[src/rtl/bit_serializer.sv]
// Parallel-to-serial converter feeding a downstream sequence detector.
// Words pass through a 2-entry FIFO and are shifted out one bit per clock, with no gap between queued words.
module bit_serializer #(
  parameter int WIDTH     = 8,
  parameter bit LSB_FIRST = 1'b0
) (
  input  logic             clk,
  input  logic             rst,
  input  logic [WIDTH-1:0] in_data,
  input  logic             in_valid,
  output logic             in_ready,
  output logic             x,
  output logic             x_valid,
  output logic             last_bit,
  output logic             busy
);

  localparam int CNT_W = $clog2(WIDTH);
  localparam logic [CNT_W-1:0] LAST_IDX = CNT_W'(WIDTH - 1);
  localparam logic [CNT_W-1:0] CNT_ONE  = CNT_W'(1);

  typedef enum logic {IDLE, SHIFT} state_e;

  logic [WIDTH-1:0] mem_q [2];
  logic             wr_ptr_q, rd_ptr_q;
  logic [1:0]       count_q, count_d;
  state_e           state_q;
  logic [CNT_W-1:0] bit_cnt_q, bit_cnt_inc;
  logic [WIDTH-1:0] shreg_q;
  logic             x_q, x_valid_q, last_q;
  logic             push, pop;
  logic [WIDTH-1:0] head;

  function automatic logic tap(input logic [WIDTH-1:0] w);
    return LSB_FIRST ? w[0] : w[WIDTH-1];
  endfunction

  function automatic logic [WIDTH-1:0] advance(input logic [WIDTH-1:0] w);
    return LSB_FIRST ? (w >> 1) : (w << 1);
  endfunction

  // Ready is decoded from the registered count alone, so upstream sees no combinational path.
  assign in_ready    = (count_q != 2'd2);
  assign push        = in_valid && in_ready;
  assign pop         = (count_q != 2'd0) && ((state_q == IDLE) || (bit_cnt_q == LAST_IDX));
  assign head        = mem_q[rd_ptr_q];
  assign bit_cnt_inc = bit_cnt_q + CNT_ONE;

  always_comb begin
    // NOTE: assign a default before the case so that no path leaves count_d unassigned and infers a latch.
    count_d = count_q;
    case ({push, pop})
      2'b10:   count_d = count_q + 2'd1;
      2'b01:   count_d = count_q - 2'd1;
      default: count_d = count_q;
    endcase
  end

  always_ff @(posedge clk or posedge rst) begin
    // NOTE: use non-blocking assignments in clocked blocks so that every register samples values from before the edge.
    if (rst) begin
      wr_ptr_q <= 1'b0;
      rd_ptr_q <= 1'b0;
      count_q  <= 2'd0;
    end else begin
      if (push) wr_ptr_q <= ~wr_ptr_q;
      if (pop)  rd_ptr_q <= ~rd_ptr_q;
      count_q <= count_d;
    end
  end

  // NOTE: the storage array has no reset because count_q and the pointers already mark every entry invalid.
  always_ff @(posedge clk) begin
    if (push) mem_q[wr_ptr_q] <= in_data;
  end

  // A pop takes priority: it starts a word from IDLE or chains the next word without a gap.
  always_ff @(posedge clk or posedge rst) begin
    if (rst) begin
      state_q   <= IDLE;
      bit_cnt_q <= '0;
      shreg_q   <= '0;
      x_q       <= 1'b0;
      x_valid_q <= 1'b0;
      last_q    <= 1'b0;
    end else if (pop) begin
      state_q   <= SHIFT;
      bit_cnt_q <= '0;
      shreg_q   <= advance(head);
      x_q       <= tap(head);
      x_valid_q <= 1'b1;
      last_q    <= 1'b0;
    end else if ((state_q == SHIFT) && (bit_cnt_q != LAST_IDX)) begin
      bit_cnt_q <= bit_cnt_inc;
      shreg_q   <= advance(shreg_q);
      x_q       <= tap(shreg_q);
      x_valid_q <= 1'b1;
      last_q    <= (bit_cnt_inc == LAST_IDX);
    end else begin
      state_q   <= IDLE;
      bit_cnt_q <= '0;
      x_q       <= 1'b0;
      x_valid_q <= 1'b0;
      last_q    <= 1'b0;
    end
  end

  assign x        = x_q;
  assign x_valid  = x_valid_q;
  assign last_bit = last_q;
  assign busy     = (state_q == SHIFT) || (count_q != 2'd0);

endmodule
[config.mk]
export PLATFORM = sky130hd
export DESIGN_NAME = bit_serializer
export DESIGN_NICKNAME = d
export VERILOG_FILES = /design/src/rtl/bit_serializer.sv
export SDC_FILE = /design/constraint.sdc
export NUM_CORES = 1
export LEC_CHECK = 0
export ABC_CLOCK_PERIOD_IN_PS = 4860
export BUFFER_PORTS_ARGS = -buffer_cell sky130_fd_sc_hd__buf_2
export CAP_MARGIN = 20
export CORE_MARGIN = 1
export CORE_UTILIZATION = 30
export DETAILED_ROUTE_END_ITERATION = 12
export PLACE_DENSITY = 0.52
export SYNTH_ARGS = -nofsm -noshare
export SYNTH_HDL_FRONTEND = slang
export SYNTH_SLANG_ARGS = --single-unit
[constraint.sdc]
create_clock -name clk -period 4.86 [get_ports clk]
set_input_delay 1.215 -clock clk [delete_from_list [all_inputs] [get_ports clk]]
set_output_delay 1.215 -clock clk [all_outputs]
set_load 0.01 [all_outputs]
==> flow_summary.json, run 1 <==
{
  "crit_required_ps": 3640,
  "synth_seq_cells": 34,
  "drc": 0,
  "synth_cells": 102,
  "cp-startpoint": "count_q[1]",
  "ys_warn_count": 0,
  "ctsResizeCount": 0,
  "rows": 24,
  "maxCapViolCount": 0,
  "start_util": 0.3155,
  "die_y_um": 70.13,
  "routed_via_density": 4.506,
  "r2r-start": "bit_cnt_q[0]",
  "p_per_area_nw_per_um2": 592.2,
  "grt_pass1_vias": 781,
  "ys_seq_area_frac": 0.6685,
  "setup_viol": 0,
  "hold_buffers": 0,
  "final_max_slew_viol_count": 0,
  "worst-setup-path-type": "flip-flop to output pin",
  "die_area_um2": 4918,
  "fill_cells": 416,
  "ios": 16,
  "skew_ps": 5.234,
  "path_clk_slew_ps": 70,
  "grt_pass1_wl_um": 3553,
  "grt_setup_unrepaired": "false",
  "drt_pass1_iterations": 4,
  "cts_buffers": 5,
  "grt_max_degree": 19,
  "arrival_ps": 1210,
  "fin_nets": 134,
  "antenna_found_initial": 0,
  "ir_worst_vdd_mv": 0.2328,
  "syn_area_um2": 1393,
  "holdCritPathClass": "flip-flop to flip-flop",
  "synth_fp_nets": 117,
  "core_area_um2": 4414,
  "drive_above_1_share": 0.2500,
  "tritoncts": "yes",
  "ant_nets": 0,
  "area_delta_synth_final_pct": 13.48,
  "finalSetupTns_ps": 0,
  "clk-insertion-delay-late_ps": 280,
  "path_max_fanout": 5,
  "end_kind": "output pin",
  "wl_per_cell_um": 12.16,
  "die_w_um": 70.13,
  "vias": 775,
  "finalPower_w": 0.0009358,
  "fmaxAchievable_mhz": 412.4,
  "port_buffers": 15,
  "layout_common_cells": "dfrtp_1, edfxtp_1, buf_2",
  "startpoint_type": "flip-flop",
  "holdCritStartpoint": "shreg_q[4]",
  "finalCritPeriodShare": 0.4990,
  "gp_congestion": 0.6745,
  "post-route-min-period_ps": 2425,
  "final_common_cell": "dfrtp_1",
  "dp_hpwl_um": 1445,
  "grt_usage": 0.1000,
  "synth_cell_types": 27,
  "cts_root_buf": "clkbuf_8",
  "hold_viol_final": 0,
  "drtIter0Drc": 9,
  "worst_slew_pin_slew_ps": 829.0,
  "status": "completed",
  "cts_sinks": 34,
  "clockBufferDepth": 2,
  "htreeDepth": 2,
  "postCtsSetupBuffers": 0,
  "synth_area_per_cell_um2": 13.65,
  "diodes": 0,
  "max_slew_margin": 0.4462,
  "overflow": 0,
  "drt_wl_total_um": 2092,
  "p_leak_nw": 0.6540
}
[path summary, 6_finish.rpt]
check                           slack (ps)  cells after the start          to
worst max-delay path                  2440                      2        busy
worst min-delay path                   480                      2  shreg_q[5]
worst max register to register        2530                      7  count_q[1]
worst min register to register         480                      2  shreg_q[5]
max in group asynchronous             3390                      2  shreg_q[3]
min in group asynchronous             1030                      2     state_q
[where the power goes]
part / internal, W / leakage [nW] / switching, W
Sequential: 0.000399 / 0.369 / 0.0000586
Clock: 0.000111 / 0.0463 / 0.0000931
Combinational: 0.000123 / 0.239 / 0.000151
[metal layers]
metal,wire length [µm],track usage,vias to the layer above
met4,61,0.06667,0
met3,73,0.03896,6
met1,894,0.09907,371
met2,1062,0.1720,13
met5,0,0,-
li1,-,-,385
[cell type report]
cell class | instances | area [µm²] | area share
sequential | 34 | 930.9 | 0.5891
multi-input combinational | 61 | 411.6 | 0.2605
clock buffer | 6 | 82.58 | 0.05226
timing repair buffer | 15 | 75.07 | 0.04751
tap | 52 | 65.06 | 0.04117
clock inverter | 2 | 7.507 | 0.004751
inverter | 2 | 7.507 | 0.004751
[registers in the layout, indices dropped and copies added, names as in the netlist]
register and count:
bit_cnt_q 3, mem_q 16, count_q 2, wr_ptr_q 1, x 1, rd_ptr_q 1, state_q 1, last_bit 1
shreg_q 7, x_valid 1
[metrics by stage]
step             util  area [µm²]  setup slack [ps]  hold slack (ps)  instances
6_report       0.3580        1580              2435            480.4        172
5_1_grt        0.3580        1580              2308            499.0        172
4_1_cts        0.3580        1580              2424            481.5        172
3_5_place_dp   0.3376        1490              2515            472.7        164
3_3_place_gp   0.3376        1490              2546            445.8        164
2_1_floorplan       -        1393              2815            432.2        102
[worst max-delay path: stages, from the launching register on]
cell,delay (ps)
dfrtp_1,430
or3_1,350
buf_2,140
[cells by family (layout without fill, tap and decap cells)]
family | Yosys count | after routing | synth area share
flops | 34 | 34 | 0.6685
simple gates | 30 | 30 | 0.1195
compound gates | 20 | 20 | 0.09074
buf+inv | 7 | 25 | 0.03593
xor+xnor | 5 | 5 | 0.03145
fa+ha+maj | 4 | 4 | 0.03594
mux | 2 | 2 | 0.01797
[Yosys cell counts]
cell type | count | share of area
dfrtp_1 | 18 | 0.32
edfxtp_1 | 16 | 0.35
o21ai_0 | 10 | 0.036
nand2_1 | 9 | 0.024
a211oi_1 | 6 | 0.032
and2b_2 | 5 | 0.031
nor2_1 | 5 | 0.013
ha_1 | 4 | 0.036
buf_6 | 3 | 0.024
xnor2_1 | 3 | 0.019
and3_1 | 2 | 0.0090
inv_1 | 2 | 0.0054
nand2b_1 | 2 | 0.0090
nor2_2 | 2 | 0.0090
o21ai_1 | 2 | 0.0072
xor2_1 | 2 | 0.013
a211oi_2 | 1 | 0.0090
a22o_1 | 1 | 0.0063
and2_1 | 1 | 0.0045
and2b_1 | 1 | 0.0054
buf_2 | 1 | 0.0036
clkbuf_1 | 1 | 0.0027
mux2_4 | 1 | 0.011
mux2i_1 | 1 | 0.0072
nor2b_1 | 1 | 0.0045
or2_1 | 1 | 0.0045
or3_1 | 1 | 0.0045
Power figures use the tool's default switching activity.
==> run 2: changes to the inputs <==
--- a/config.mk
+++ b/config.mk
@@ -5,13 +5,13 @@
 export SDC_FILE = /design/constraint.sdc
 export NUM_CORES = 1
 export LEC_CHECK = 0
-export ABC_CLOCK_PERIOD_IN_PS = 4860
+export ABC_CLOCK_PERIOD_IN_PS = 2100
 export BUFFER_PORTS_ARGS = -buffer_cell sky130_fd_sc_hd__buf_2
 export CAP_MARGIN = 20
 export CORE_MARGIN = 1
 export CORE_UTILIZATION = 30
 export DETAILED_ROUTE_END_ITERATION = 12
-export PLACE_DENSITY = 0.52
+export PLACE_DENSITY = 0.53
 export SYNTH_ARGS = -nofsm -noshare
 export SYNTH_HDL_FRONTEND = slang
 export SYNTH_SLANG_ARGS = --single-unit
==> constraint.sdc (replaced) <==
create_clock -name clk -period 2.1 [get_ports clk]
set_input_delay 0.525 -clock clk [delete_from_list [all_inputs] [get_ports clk]]
set_output_delay 0.525 -clock clk [all_outputs]
set_load 0.01 [all_outputs]
==> flow_summary.json, run 2 (same netlist as run 1, synthesis figures left out) <==
{
  "fill_cells": 425,
  "reg_top3": "mem_q (16), shreg_q (7), bit_cnt_q (3)",
  "port_buffers": 15,
  "route.met3.wl_um": 99,
  "drtIter0Drc": 20,
  "placed_area_um2": 1513,
  "finalCritPeriodShare": 0.8340,
  "drive_above_1_share": 0.2846,
  "antenna_found_initial": 0,
  "met1_length_um": 963,
  "drc": 0,
  "finalSetupTns_ps": 0,
  "ant_nets": 0,
  "layout_common_cells": "dfrtp_1, edfxtp_1, buf_2",
  "wl_per_cell_um": 12.04,
  "grt_pass1_vias": 758,
  "die_area_um2": 4918,
  "status": "completed",
  "routed_via_density": 4.457,
  "die_y_um": 70.13,
  "fin_area_um2": 1622,
  "die_w_um": 70.13,
  "endpoint": "busy",
  "core_area_um2": 4414,
  "r2r_setup_slack_ps": 360,
  "fin_ws_ps": 348.7,
  "r2r-start": "bit_cnt_q[0]",
  "reg2reg_depth": 8,
  "largest_register": "mem_q",
  "worst_slew_pin_slew_ps": 682.2,
  "tritoncts": "yes",
  "cp-startpoint": "count_q[1]",
  "grt_pass1_wl_um": 3588,
  "final_max_slew_viol_count": 0,
  "startpoint_type": "flip-flop",
  "drt_pass1_iterations": 4,
  "p_leak_nw": 0.6802,
  "skew_ps": 5.063,
  "dp_slack_ps": 377.0,
  "gp_congestion": 0.7043,
  "clockBufferDepth": 2,
  "fin_nets": 137,
  "fin_util": 0.3673,
  "regToRegEndpoint": "count_q[1]",
  "arrival_ps": 1230,
  "cts_sinks": 34,
  "cts_root_buf": "clkbuf_8",
  "grt_setup_unrepaired": "false",
  "p_per_area_nw_per_um2": 1427,
  "ctsResizeCount": 0,
  "maxCapViolCount": 0,
  "max_slew_margin": 0.5447,
  "final_common_cell": "dfrtp_1",
  "grt_max_degree": 19,
  "hold_viol_final": 0,
  "start_util": 0.3155,
  "drt_wl_total_um": 2107,
  "rows": 24,
  "postCtsSetupBuffers": 0,
  "post-route-min-period_ps": 1751,
  "hold_buffers": 0,
  "htreeDepth": 2,
  "crit_required_ps": 1570,
  "area_delta_synth_final_pct": 16.44,
  "path_clk_slew_ps": 70,
  "worst-setup-path-type": "flip-flop to output pin",
  "ir_worst_vdd_mv": 0.5766,
  "vias": 780,
  "end_kind": "output pin",
  "path_max_fanout": 5,
  "clk-insertion-delay-late_ps": 280,
  "grt_usage": 0.09790,
  "ios": 16,
  "route.met2.wl_um": 1004,
  "largest_reg_flops": 16,
  "fmaxAchievable_mhz": 571.0,
  "diodes": 0,
  "dp_hpwl_um": 1415,
  "holdCritPathClass": "primary input to async pin",
  "setup_viol": 0,
  "overflow": 0,
  "topRoutingLayerUsed": "met4",
  "cts_buffers": 5
}
## run 2: cell types whose count changed in the layout (fill, tap and decap cells not counted), sizes merged
cell	before	now
buf	15	18
clkbuf	6	5
bufinv	0	1
## run 2: worst max-delay path, stage by stage, from the launching register on
cell	delay, ps
dfrtp_1	440
or3_1	360
buf_2	140
## run 2: where the power goes
part           switching, W  internal [W]  total (W)
Clock              0.000229      0.000349   0.000578
Combinational      0.000354      0.000317   0.000671
Sequential         0.000143      0.000922    0.00107
Total              0.000726       0.00159    0.00231
## run 2: layout make-up
type / count / area, µm² / area share
clock buffers: 5 / 68.82 / 0.04244
multi-input cells: 61 / 411.6 / 0.2539
inverters: 2 / 7.507 / 0.004630
flip-flops and latches: 34 / 930.9 / 0.5741
clock inverters: 3 / 40.04 / 0.02469
well taps: 52 / 65.06 / 0.04012
repair buffers: 18 / 97.59 / 0.06019
## run 2: per-layer routing
metal  up-vias  GRT usage
li1        397          -
met1       365     0.1169
met2        14     0.1485
met3         4    0.04185
met4         0    0.05333
met5         -          0
## run 2: how the worst min path moves through the flow
| stage | startpoint | to | slack [ps] | cells after the start |
|---|---|---|---|---|
| after floorplan | bit_cnt_q[0] | bit_cnt_q[0] | 430 | 1 |
| after global placement | bit_cnt_q[0] | bit_cnt_q[0] | 440 | 1 |
| after detailed placement | bit_cnt_q[0] | bit_cnt_q[0] | 460 | 1 |
| after CTS | rst | count_q[0] | 360 | 2 |
| after global routing | rst | count_q[0] | 390 | 2 |
| final | rst | x | 330 | 2 |
## run 2: stage by stage
step,total power [W],instances,hold WS [ps]
finish,0.002314,175,331.6
global route,0.002490,175,386.2
CTS,0.002352,175,357.7
detailed placement,0.001765,167,463.8
global placement,0.001737,167,442.5
floorplan,0.001613,102,432.2
==> run 3: changes to the inputs <==
--- a/config.mk
+++ b/config.mk
@@ -5,13 +5,13 @@
 export SDC_FILE = /design/constraint.sdc
 export NUM_CORES = 1
 export LEC_CHECK = 0
-export ABC_CLOCK_PERIOD_IN_PS = 2100
+export ABC_CLOCK_PERIOD_IN_PS = 1720
 export BUFFER_PORTS_ARGS = -buffer_cell sky130_fd_sc_hd__buf_2
 export CAP_MARGIN = 20
 export CORE_MARGIN = 1
 export CORE_UTILIZATION = 30
 export DETAILED_ROUTE_END_ITERATION = 12
-export PLACE_DENSITY = 0.53
+export PLACE_DENSITY = 0.52
 export SYNTH_ARGS = -nofsm -noshare
 export SYNTH_HDL_FRONTEND = slang
 export SYNTH_SLANG_ARGS = --single-unit
==> constraint.sdc (replaced) <==
create_clock -name clk -period 1.72 [get_ports clk]
set_input_delay 0.43 -clock clk [delete_from_list [all_inputs] [get_ports clk]]
set_output_delay 0.43 -clock clk [all_outputs]
set_load 0.01 [all_outputs]
==> flow_summary.json, run 3 (same netlist as run 1, synthesis figures left out) <==
{
  "status": "completed",
  "endpoint": "busy",
  "reg2reg_depth": 7,
  "drt_wl_total_um": 2303,
  "regToRegEndpoint": "count_q[1]",
  "end_kind": "output pin",
  "drtIter0Drc": 25,
  "p_per_area_nw_per_um2": 1687,
  "cts_sinks": 34,
  "clkPwrFrac": 0.201,
  "routed_via_density": 4.525,
  "grt_pass1_wl_um": 3753,
  "gp_congestion": 0.6929,
  "post-route-min-period_ps": 1649,
  "regArea_um2": 930.9,
  "start_util": 0.3155,
  "fill_cells": 424,
  "crit_required_ps": 1290,
  "r2r_setup_slack_ps": 120,
  "die_w_um": 70.13,
  "grt_pass1_vias": 797,
  "hold_ws_ps": 149.4,
  "final_common_cell": "dfrtp_1",
  "p_switching_w": 0.0009046,
  "diodes": 0,
  "worst-setup-path-type": "flip-flop to output pin",
  "grt_max_degree": 19,
  "cts_root_buf": "clkbuf_8",
  "cp-startpoint": "count_q[0]",
  "largest_reg_flops": 16,
  "startpoint_type": "flip-flop",
  "fmaxAchievable_mhz": 606.6,
  "vias": 801,
  "grt_usage": 0.1062,
  "setup_viol": 0,
  "path_clk_slew_ps": 70,
  "arrival_ps": 1220,
  "drc": 0,
  "wl_per_cell_um": 13.01,
  "r2r-start": "bit_cnt_q[1]",
  "ir_worst_vdd_mv": 0.6850,
  "internal_power_w": 0.001850,
  "finalCritPeriodShare": 0.9585,
  "holdCritPathClass": "primary input to async pin",
  "die_y_um": 70.13,
  "htreeDepth": 2,
  "fin_nets": 139,
  "cts_buffers": 5,
  "seq_power_share": 0.474,
  "path_max_fanout": 6,
  "drt_pass1_iterations": 4,
  "port_buffers": 15,
  "p_leak_nw": 0.6811,
  "ant_nets": 0,
  "grt_setup_unrepaired": "false",
  "area_delta_synth_final_pct": 17.25,
  "tritoncts": "yes",
  "dp_hpwl_um": 1482,
  "hold_viol_final": 0,
  "p_sw_frac": 0.3284,
  "antenna_found_initial": 0,
  "max_slew_margin": 0.6661,
  "finalSetupTns_ps": 0,
  "core_area_um2": 4414,
  "ios": 16,
  "largest_register": "mem_q",
  "maxCapViolCount": 0,
  "layout_common_cells": "dfrtp_1, edfxtp_1, buf_2",
  "rows": 24,
  "multi_input_area_um2": 436.7,
  "skew_ps": 5.283,
  "worst_slew_pin_slew_ps": 500.9,
  "combPwrFrac": 0.325,
  "hold_buffers": 0,
  "clk-insertion-delay-late_ps": 280,
  "clockBufferDepth": 2,
  "final_max_slew_viol_count": 0,
  "die_area_um2": 4918,
  "overflow": 0,
  "reg_top3": "mem_q (16), shreg_q (7), bit_cnt_q (3)",
  "drive_above_1_share": 0.3200
}
## run 3: routing by layer
layer | wire, µm | up-vias | global-route usage
met1 | 966 | 375 | 0.1204
met4 | 53 | 0 | 0.06667
li1 | - | 396 | -
met5 | 0 | - | 0
met3 | 105 | 7 | 0.04040
met2 | 1176 | 23 | 0.1677
## run 3: critical path, cell delays in order, from the launching register on
cell and delay, ps:
dfrtp_1 470, or3_1 330, buf_2 140
## run 3: repair_timing
item	CTS	global route
pin swaps	1	1
cloned	0	0
resized for setup	3	4
setup buffers	1	0
setup endpoints to repair	1	1
## run 3: worst min-delay path by stage
stage,slack (ps),endpoint,startpoint,depth (start not counted)
2_1_floorplan,370,bit_cnt_q[0],rst,1
3_3_place_gp,440,bit_cnt_q[0],bit_cnt_q[0],1
3_5_place_dp,460,x,rst,3
4_1_cts,150,shreg_q[5],rst,3
5_1_grt,170,shreg_q[5],rst,3
6_report,150,rd_ptr_q,rst,3
## run 3: cell type report
type / instances / area share
Timing Repair Buffer: 20 / 0.06897
Multi-Input combinational cell: 61 / 0.2674
Tap cell: 52 / 0.03985
Clock buffer: 8 / 0.04904
Inverter: 2 / 0.004598
Sequential cell: 34 / 0.5701
## run 3: power by group through the flow
stage	Combinational, W	Sequential (W)	Clock [W]
5_1_grt	0.00101	0.00134	0.000617
3_5_place_dp	0.000841	0.00132	0
2_1_floorplan	0.000723	0.00125	0
3_3_place_gp	0.000808	0.00131	0
6_report	0.000895	0.00131	0.000554
4_1_cts	0.000890	0.00131	0.000574
## run 3: through the flow
| stage | total power (W) | utilization | cell area, µm² | std cells | worst slack (ps) |
|---|---|---|---|---|---|
| CTS | 0.002771 | 0.3671 | 1620 | 177 | 16.63 |
| finish | 0.002754 | 0.3699 | 1633 | 177 | 71.37 |
| global placement | 0.002119 | 0.3444 | 1520 | 168 | 59.01 |
| detailed placement | 0.002161 | 0.3444 | 1520 | 168 | -23.65 |
| floorplan | 0.001969 | - | 1393 | 102 | 114.5 |
| global route | 0.002969 | 0.3699 | 1633 | 177 | 2.283 |
